--- config.mk ---
export PLATFORM = sky130hd
export DESIGN_NAME = pipeline_stage1
export DESIGN_NICKNAME = d
export VERILOG_FILES = /design/src/rtl/pipeline_pkg.sv /design/src/rtl/pipeline_stage1_pcra.sv /design/src/rtl/pipeline_stage1.sv
export SDC_FILE = /design/constraint.sdc
export NUM_CORES = 1
export LEC_CHECK = 0
export BUFFER_PORTS_ARGS = -buffer_cell sky130_fd_sc_hd__buf_4
export CAP_MARGIN = 20
export CORE_UTILIZATION = 49
export CTS_CLUSTER_DIAMETER = 120
export DETAILED_ROUTE_END_ITERATION = 7
export GPL_TIMING_DRIVEN = 0
export HOLD_SLACK_MARGIN = 0.08
export PLACE_DENSITY = 0.84
export SLEW_MARGIN = 15
export SYNTH_ARGS = -nofsm -noshare
export SYNTH_HDL_FRONTEND = slang
export SYNTH_SLANG_ARGS = --single-unit
--- constraint.sdc ---
create_clock -name clk -period 2.27 [get_ports clk]
set_input_delay 0.454 -clock clk [delete_from_list [all_inputs] [get_ports clk]]
set_output_delay 0.454 -clock clk [all_outputs]
set_load 0.02 [all_outputs]
--- src/rtl/pipeline_pkg.sv ---
// -----------------------------------------------------------------------------
// pipeline_pkg
//   Shared definitions for the first pipeline stage (instruction fetch):
//   the bubble opcode, the default reset vector, the stage-1 sequencing
//   state enum, and the PC increment helper used by the PC/RA storage.
// -----------------------------------------------------------------------------
package pipeline_pkg;

    localparam int PC_W    = 16;
    localparam int INSTR_W = 8;

    // Byte injected into stage 2 whenever no real opcode is delivered.
    localparam logic [INSTR_W-1:0] NOP_OPCODE_DEFAULT   = 8'h00;

    // PC value taken on reset.
    localparam logic [PC_W-1:0]    RESET_VECTOR_DEFAULT = 16'h0000;

    // Stage-1 sequencing states.
    typedef enum logic [1:0] {
        ST_WARM = 2'd0,
        ST_RUN  = 2'd1,
        ST_HALT = 2'd2
    } stage1_state_t;

    // Sequential PC advance; wraps 16'hFFFF to 16'h0000 silently.
    function automatic logic [PC_W-1:0] pc_increment(input logic [PC_W-1:0] pc);
        return pc + 16'd1;
    endfunction

endpackage

--- src/rtl/pipeline_stage1_pcra.sv ---
// -----------------------------------------------------------------------------
// pcra_regs
//   Program counter and return-address register pair.
//   Ports:
//     clk, rst_n      clock, asynchronous active-low reset
//     inc             advance PC by one (modulo 2^16)
//     load/load_value replace PC with a jump target
//     flip            exchange PC and RA in one edge
//     ra_load/_value  write RA; wins over the RA half of a flip
//     pc, ra          current register contents
//   PC priority is load > flip > inc. The caller must not assert load and
//   flip together, because the RA half of a flip is not suppressed here.
// -----------------------------------------------------------------------------
module pcra_regs
    import pipeline_pkg::*;
#(
    parameter logic [PC_W-1:0] RESET_VECTOR = RESET_VECTOR_DEFAULT
) (
    input  logic            clk,
    input  logic            rst_n,
    input  logic            inc,
    input  logic            load,
    input  logic [PC_W-1:0] load_value,
    input  logic            flip,
    input  logic            ra_load,
    input  logic [PC_W-1:0] ra_load_value,
    output logic [PC_W-1:0] pc,
    output logic [PC_W-1:0] ra
);

    logic [PC_W-1:0] pc_q;
    logic [PC_W-1:0] ra_q;

    always_ff @(posedge clk or negedge rst_n) begin
        if (!rst_n) begin
            pc_q <= RESET_VECTOR;
            ra_q <= '0;
        end else begin
            if (load) begin
                pc_q <= load_value;
            end else if (flip) begin
                pc_q <= ra_q;
            end else if (inc) begin
                pc_q <= pc_increment(pc_q);
            end

            // An explicit RA write overrides the RA side of a flip, while the
            // PC side of that flip still receives the old RA.
            if (ra_load) begin
                ra_q <= ra_load_value;
            end else if (flip) begin
                ra_q <= pc_q;
            end
        end
    end

    assign pc = pc_q;
    assign ra = ra_q;

endmodule

--- src/rtl/pipeline_stage1.sv ---
// -----------------------------------------------------------------------------
// pipeline_stage1
//   Instruction fetch stage. Drives the PC onto the memory address bus, reads
//   one byte per cycle and registers it toward stage 2, injecting NOP bubbles
//   for jumps, PC/RA swaps, bus stalls, operand bytes and halts.
//   Ports:
//     clk, rst_n          clock, asynchronous active-low reset
//     mem_data            byte at fetch_addr, valid in the same cycle
//     bus_request         a later stage owns the memory bus this cycle
//     fetch_suppress      current byte is an operand, not an opcode
//     pc_load/_value      jump request and target
//     ra_load/_value      RA write (honoured in every state)
//     pcra_flip           swap PC and RA
//     break_in, resume    enter / leave HALT
//     fetch_addr          current PC
//     fetch_en            memory read strobe
//     instruction         registered byte to stage 2
//     instruction_pc      address the current instruction came from
//     ra_out              current RA
//     halted              high while in HALT
// -----------------------------------------------------------------------------
module pipeline_stage1
    import pipeline_pkg::*;
#(
    parameter logic [INSTR_W-1:0] NOP_OPCODE   = NOP_OPCODE_DEFAULT,
    parameter logic [PC_W-1:0]    RESET_VECTOR = RESET_VECTOR_DEFAULT
) (
    input  logic               clk,
    input  logic               rst_n,
    input  logic [INSTR_W-1:0] mem_data,
    input  logic               bus_request,
    input  logic               fetch_suppress,
    input  logic               pc_load,
    input  logic [PC_W-1:0]    pc_load_value,
    input  logic               ra_load,
    input  logic [PC_W-1:0]    ra_load_value,
    input  logic               pcra_flip,
    input  logic               break_in,
    input  logic               resume,
    output logic [PC_W-1:0]    fetch_addr,
    output logic               fetch_en,
    output logic [INSTR_W-1:0] instruction,
    output logic [PC_W-1:0]    instruction_pc,
    output logic [PC_W-1:0]    ra_out,
    output logic               halted
);

    stage1_state_t      state;
    stage1_state_t      state_next;

    logic [PC_W-1:0]    pc;
    logic [PC_W-1:0]    ra;

    logic               pc_inc;
    logic               pc_jump;
    logic               pc_flip;
    logic               capture;
    logic [INSTR_W-1:0] instr_next;

    logic [INSTR_W-1:0] instr_q;
    logic [PC_W-1:0]    instr_pc_q;

    // Sequencing: decides what the PC/RA pair and the instruction register
    // do on the coming edge. Every path that does not capture a real opcode
    // leaves instr_next at the bubble value.
    always_comb begin
        state_next = state;
        pc_inc     = 1'b0;
        pc_jump    = 1'b0;
        pc_flip    = 1'b0;
        capture    = 1'b0;
        instr_next = NOP_OPCODE;

        unique case (state)
            ST_WARM: begin
                state_next = ST_RUN;
            end

            ST_RUN: begin
                if (pc_load) begin
                    pc_jump = 1'b1;
                end else if (pcra_flip) begin
                    pc_flip = 1'b1;
                end else if (break_in || bus_request) begin
                    // A break holds the PC just like a stall; a jump or
                    // flip in the same cycle still applies above.
                    pc_inc = 1'b0;
                end else if (fetch_suppress) begin
                    pc_inc = 1'b1;
                end else begin
                    pc_inc     = 1'b1;
                    capture    = 1'b1;
                    instr_next = mem_data;
                end

                if (break_in) begin
                    state_next = ST_HALT;
                end
            end

            ST_HALT: begin
                // A simultaneous break keeps the stage parked.
                if (resume && !break_in) begin
                    state_next = ST_RUN;
                end
            end

            default: begin
                state_next = ST_WARM;
            end
        endcase
    end

    always_ff @(posedge clk or negedge rst_n) begin
        if (!rst_n) begin
            state      <= ST_WARM;
            instr_q    <= NOP_OPCODE;
            instr_pc_q <= RESET_VECTOR;
        end else begin
            state   <= state_next;
            instr_q <= instr_next;
            if (capture) begin
                instr_pc_q <= pc;
            end
        end
    end

    pcra_regs #(
        .RESET_VECTOR (RESET_VECTOR)
    ) u_pcra_regs (
        .clk           (clk),
        .rst_n         (rst_n),
        .inc           (pc_inc),
        .load          (pc_jump),
        .load_value    (pc_load_value),
        .flip          (pc_flip),
        .ra_load       (ra_load),
        .ra_load_value (ra_load_value),
        .pc            (pc),
        .ra            (ra)
    );

    assign fetch_addr     = pc;
    assign fetch_en       = (state == ST_RUN) && !bus_request;
    assign instruction    = instr_q;
    assign instruction_pc = instr_pc_q;
    assign ra_out         = ra;
    assign halted         = (state == ST_HALT);

endmodule

==> impl_summary.log <==
INFO  metric synth_cell_area = 2828 um2
INFO  metric yosys.cell_types.count = 43
INFO  metric initial_core_util = 51.04%
INFO  metric area.growth.synth_to_final = 37.79%
INFO  metric cp_startpoint_kind = flop
INFO  metric finalHoldViolations = 0
INFO  metric status = finished clean
INFO  metric drtIter0Drc = 159
INFO  metric clock_buffer_count_from_cts = 9
INFO  metric synthesis.area_per_instance = 10.75 um2
INFO  metric setup-violations-final = 0
INFO  metric synth_top_area_share = 51.33%
INFO  metric design.portCount = 107
INFO  metric grt_remaining_overflow = 0
INFO  metric critical-path-top-delay-family = simple AND/OR/NAND/NOR gates
INFO  metric multiInputGateArea = 1290 um2
INFO  metric die_area = 6079 um2
INFO  metric static_leak = 1.955 nW
INFO  metric die_w = 77.97 um
INFO  metric std_cell_rows = 27
INFO  metric finalSetupTns = 0 ps
INFO  metric grt_start_max_net_pins = 59
INFO  metric yosys-top-cells-count = sky130_fd_sc_hd__dfrtp_1, sky130_fd_sc_hd__nand2_1, sky130_fd_sc_hd__o21ai_0
INFO  metric ys_seq_area_share = 51.33%
INFO  metric place_congestion = 0.8411
INFO  metric routed_wl = 7636 um
INFO  metric drc = 0
INFO  metric hp-class = input pin to async pin
INFO  metric holdBufCountCts = 0
INFO  metric clock-skew-final = 8.920 ps
INFO  metric synth.most_common_cell = sky130_fd_sc_hd__dfrtp_1
INFO  metric regToRegStartpoint = state[1]
INFO  metric route.vias.total = 2,607
INFO  metric max_cap_violations = 0
INFO  metric wire_length_of_the_first_global_routing_pass = 12,160 um
INFO  metric track_usage = 26.71%
INFO  metric cts.clk_slew.worst_paths = 60 ps
INFO  metric postSynthRegisterBits = 58
INFO  metric slowest_stage = sky130_fd_sc_hd__or4b_1
INFO  metric grt_pass1_vias = 2,484
INFO  metric root_buffer = sky130_fd_sc_hd__clkbuf_8
INFO  metric drtPass1Iterations = 4
INFO  metric rsz0062_at_grt = false
INFO  metric slowest_delay = 540 ps
INFO  metric synth.net_count = 313
INFO  metric final_min_period_over_clock_period = 95.93%
INFO  metric timing.final.max_slew_violations = 0
INFO  metric clock_insertion_delay_worst_skew = 340 ps
INFO  metric synth_edf_count = 0
INFO  metric cellPowerDensity = 1133 nW/um2
INFO  metric cp.required = 2490 ps
INFO  metric grt_antenna_before_repair = 0
INFO  metric max-slew-margin-rel = 51.87%
INFO  metric worst_r2r_path_depth = 5
INFO  metric sequential_cell_area = 1451 um2
INFO  metric worst_r2r_endpoint = instruction_pc[6]
INFO  metric cts_htree_levels = 3
INFO  metric port_buffers = 106
INFO  metric crit_path_end_kind = flop
INFO  metric ctsLongestPathBuffers = 2
INFO  metric avgViaCountPerCell = 5.692
INFO  metric final_antenna_net_count = 0
INFO  metric postSynth.asyncResetShare = 100.0%
INFO  metric finalWorstPathRequiredPeriod = 2178 ps
INFO  metric cp_num_buf_inv = 1
INFO  metric ys_dominant_reg_cell = sky130_fd_sc_hd__dfrtp_1
INFO  metric num-fill-cells = 446
INFO  metric yosysTopAreaCell = sky130_fd_sc_hd__dfrtp_1
INFO  metric worst_pin_slew = 721.9 ps
INFO  metric half_perimeter_wire_length_of_the_detailed_placement_result = 5513 um
INFO  metric netlist_top_cells_area = sky130_fd_sc_hd__dfrtp_1, sky130_fd_sc_hd__mux2_2, sky130_fd_sc_hd__mux2i_1, sky130_fd_sc_hd__o21ai_0, sky130_fd_sc_hd__nand2_1
INFO  metric ys.warnings.count = 0
INFO  metric critical_path_peak_fanout = 10
INFO  metric worst-path-stages = 5
INFO  metric die_height = 77.97 um
INFO  metric antenna_cells = 0
INFO  metric cts_tree = yes
INFO  metric criticalPathCategory = flop to flop
INFO  metric ir_drop = 653.3 uV
INFO  metric maxClockFrequency = 459.2 MHz
INFO  metric wl_per_cell = 16.67 um
INFO  metric syn-instance-count = 263
INFO  metric cp.arrival = 2400 ps
INFO  metric drive_above_1_share = 38.86%
INFO  metric post-layout-total-power = 0.004416 W
INFO  metric worstPathCellList = or4b_1 > or3_4 > nor2_4 > buf_6 > mux2_2
INFO  metric finish.net_count = 431
INFO  metric clkSinkCount = 58
INFO  metric ff2ff_setup_slack = 90 ps
INFO  metric core_region_area = 5540 um2
## report_power, final
part / switching [W] / leakage, nW / internal [W] / total (W)
clock: 0.000388 / 0.0872 / 0.000421 / 0.000809
sequential: 0.000348 / 0.738 / 0.00133 / 0.00168
combinational: 0.00107 / 1.13 / 0.000866 / 0.00193
total: 0.00180 / 1.96 / 0.00261 / 0.00442
## worst max path at each step
| stage | start | endpoint | slack, ps |
|---|---|---|---|
| after floorplan | pc_load | instruction_pc[14] | 160 |
| after global placement | pc_load | instruction_pc[7] | -120 |
| after detailed placement | pc_load | instruction_pc[6] | -170 |
| after CTS | state[1] | u_pcra_regs.pc[12] | 10 |
| after global routing | state[1] | u_pcra_regs.pc[10] | 20 |
| final | state[1] | instruction_pc[6] | 90 |
## layout make-up
cell class / count / share of cell area, %
Sequential cell: 58 / 37.25
Multi-Input combinational cell: 183 / 33.11
Buffer: 17 / 2.023
Timing Repair Buffer: 107 / 20.62
Clock buffer: 13 / 3.821
Inverter: 5 / 0.4817
Clock inverter: 3 / 0.3854
Tap cell: 72 / 2.312
## what timing repair did
| action | in CTS | in global routing |
|---|---|---|
| endpoints found under the setup margin | 0 | 15 |
| buffers inserted | 0 | 1 |
| gates resized for setup | 0 | 3 |
## logic make-up (layout without fill, tap and decap cells)
| logic type | count (synthesis) | count (layout) | share of synthesized area (%) |
|---|---|---|---|
| XOR/XNOR | 3 | 3 | 0.9294 |
| multiplexers | 33 | 33 | 12.43 |
| adder cells (fa/ha/maj) | 1 | 1 | 0.4424 |
| buffers and inverters | 22 | 145 | 3.407 |
| AO/OA/AOI/OAI | 64 | 64 | 15.71 |
| flip-flops | 58 | 58 | 51.33 |
| AND/OR/NAND/NOR | 82 | 82 | 15.75 |
## placed cells by master (no fill, tap or decap), drive strengths merged, types with 4 or more instances in the layout
cell type / count
nand2: 25
nand4: 5
mux2: 17
o21ai: 21
inv: 5
o311ai: 7
nand3: 12
o31ai: 5
o211ai: 4
buf: 112
nor2: 12
a21oi: 4
mux2i: 16
a22oi: 7
a222oi: 4
and2: 11
dfrtp: 58
clkbuf: 25
## metrics by stage
stage               cells  area [um2]  setup slack [ps]  util (%)  hold WS [ps]
floorplan             263        2828             159.3         -         158.4
global placement      441        3714            -115.2     67.03         491.7
detailed placement    441        3714            -166.7     67.03         497.3
CTS                   457        3877             14.57     69.99         198.7
global route          458        3896             19.62     70.33         233.4
finish                458        3896             92.33     70.33         175.8
## per-layer routing
metal / part of all wire (%) / track usage [%] / up-vias
met5: 0 / 0 / -
met4: 1.4 / 11.67 / 0
met3: 7.2 / 7.765 / 12
met2: 48 / 42.12 / 109
met1: 43 / 34.20 / 1273
li1: - / - / 1213
## sequential cells by signal, indices dropped and copies added (netlist names)
signal and cells:
state 2, u_pcra_regs.pc 16, u_pcra_regs.ra 16, instruction 8, instruction_pc 16
Power figures use the tool's default switching activity.
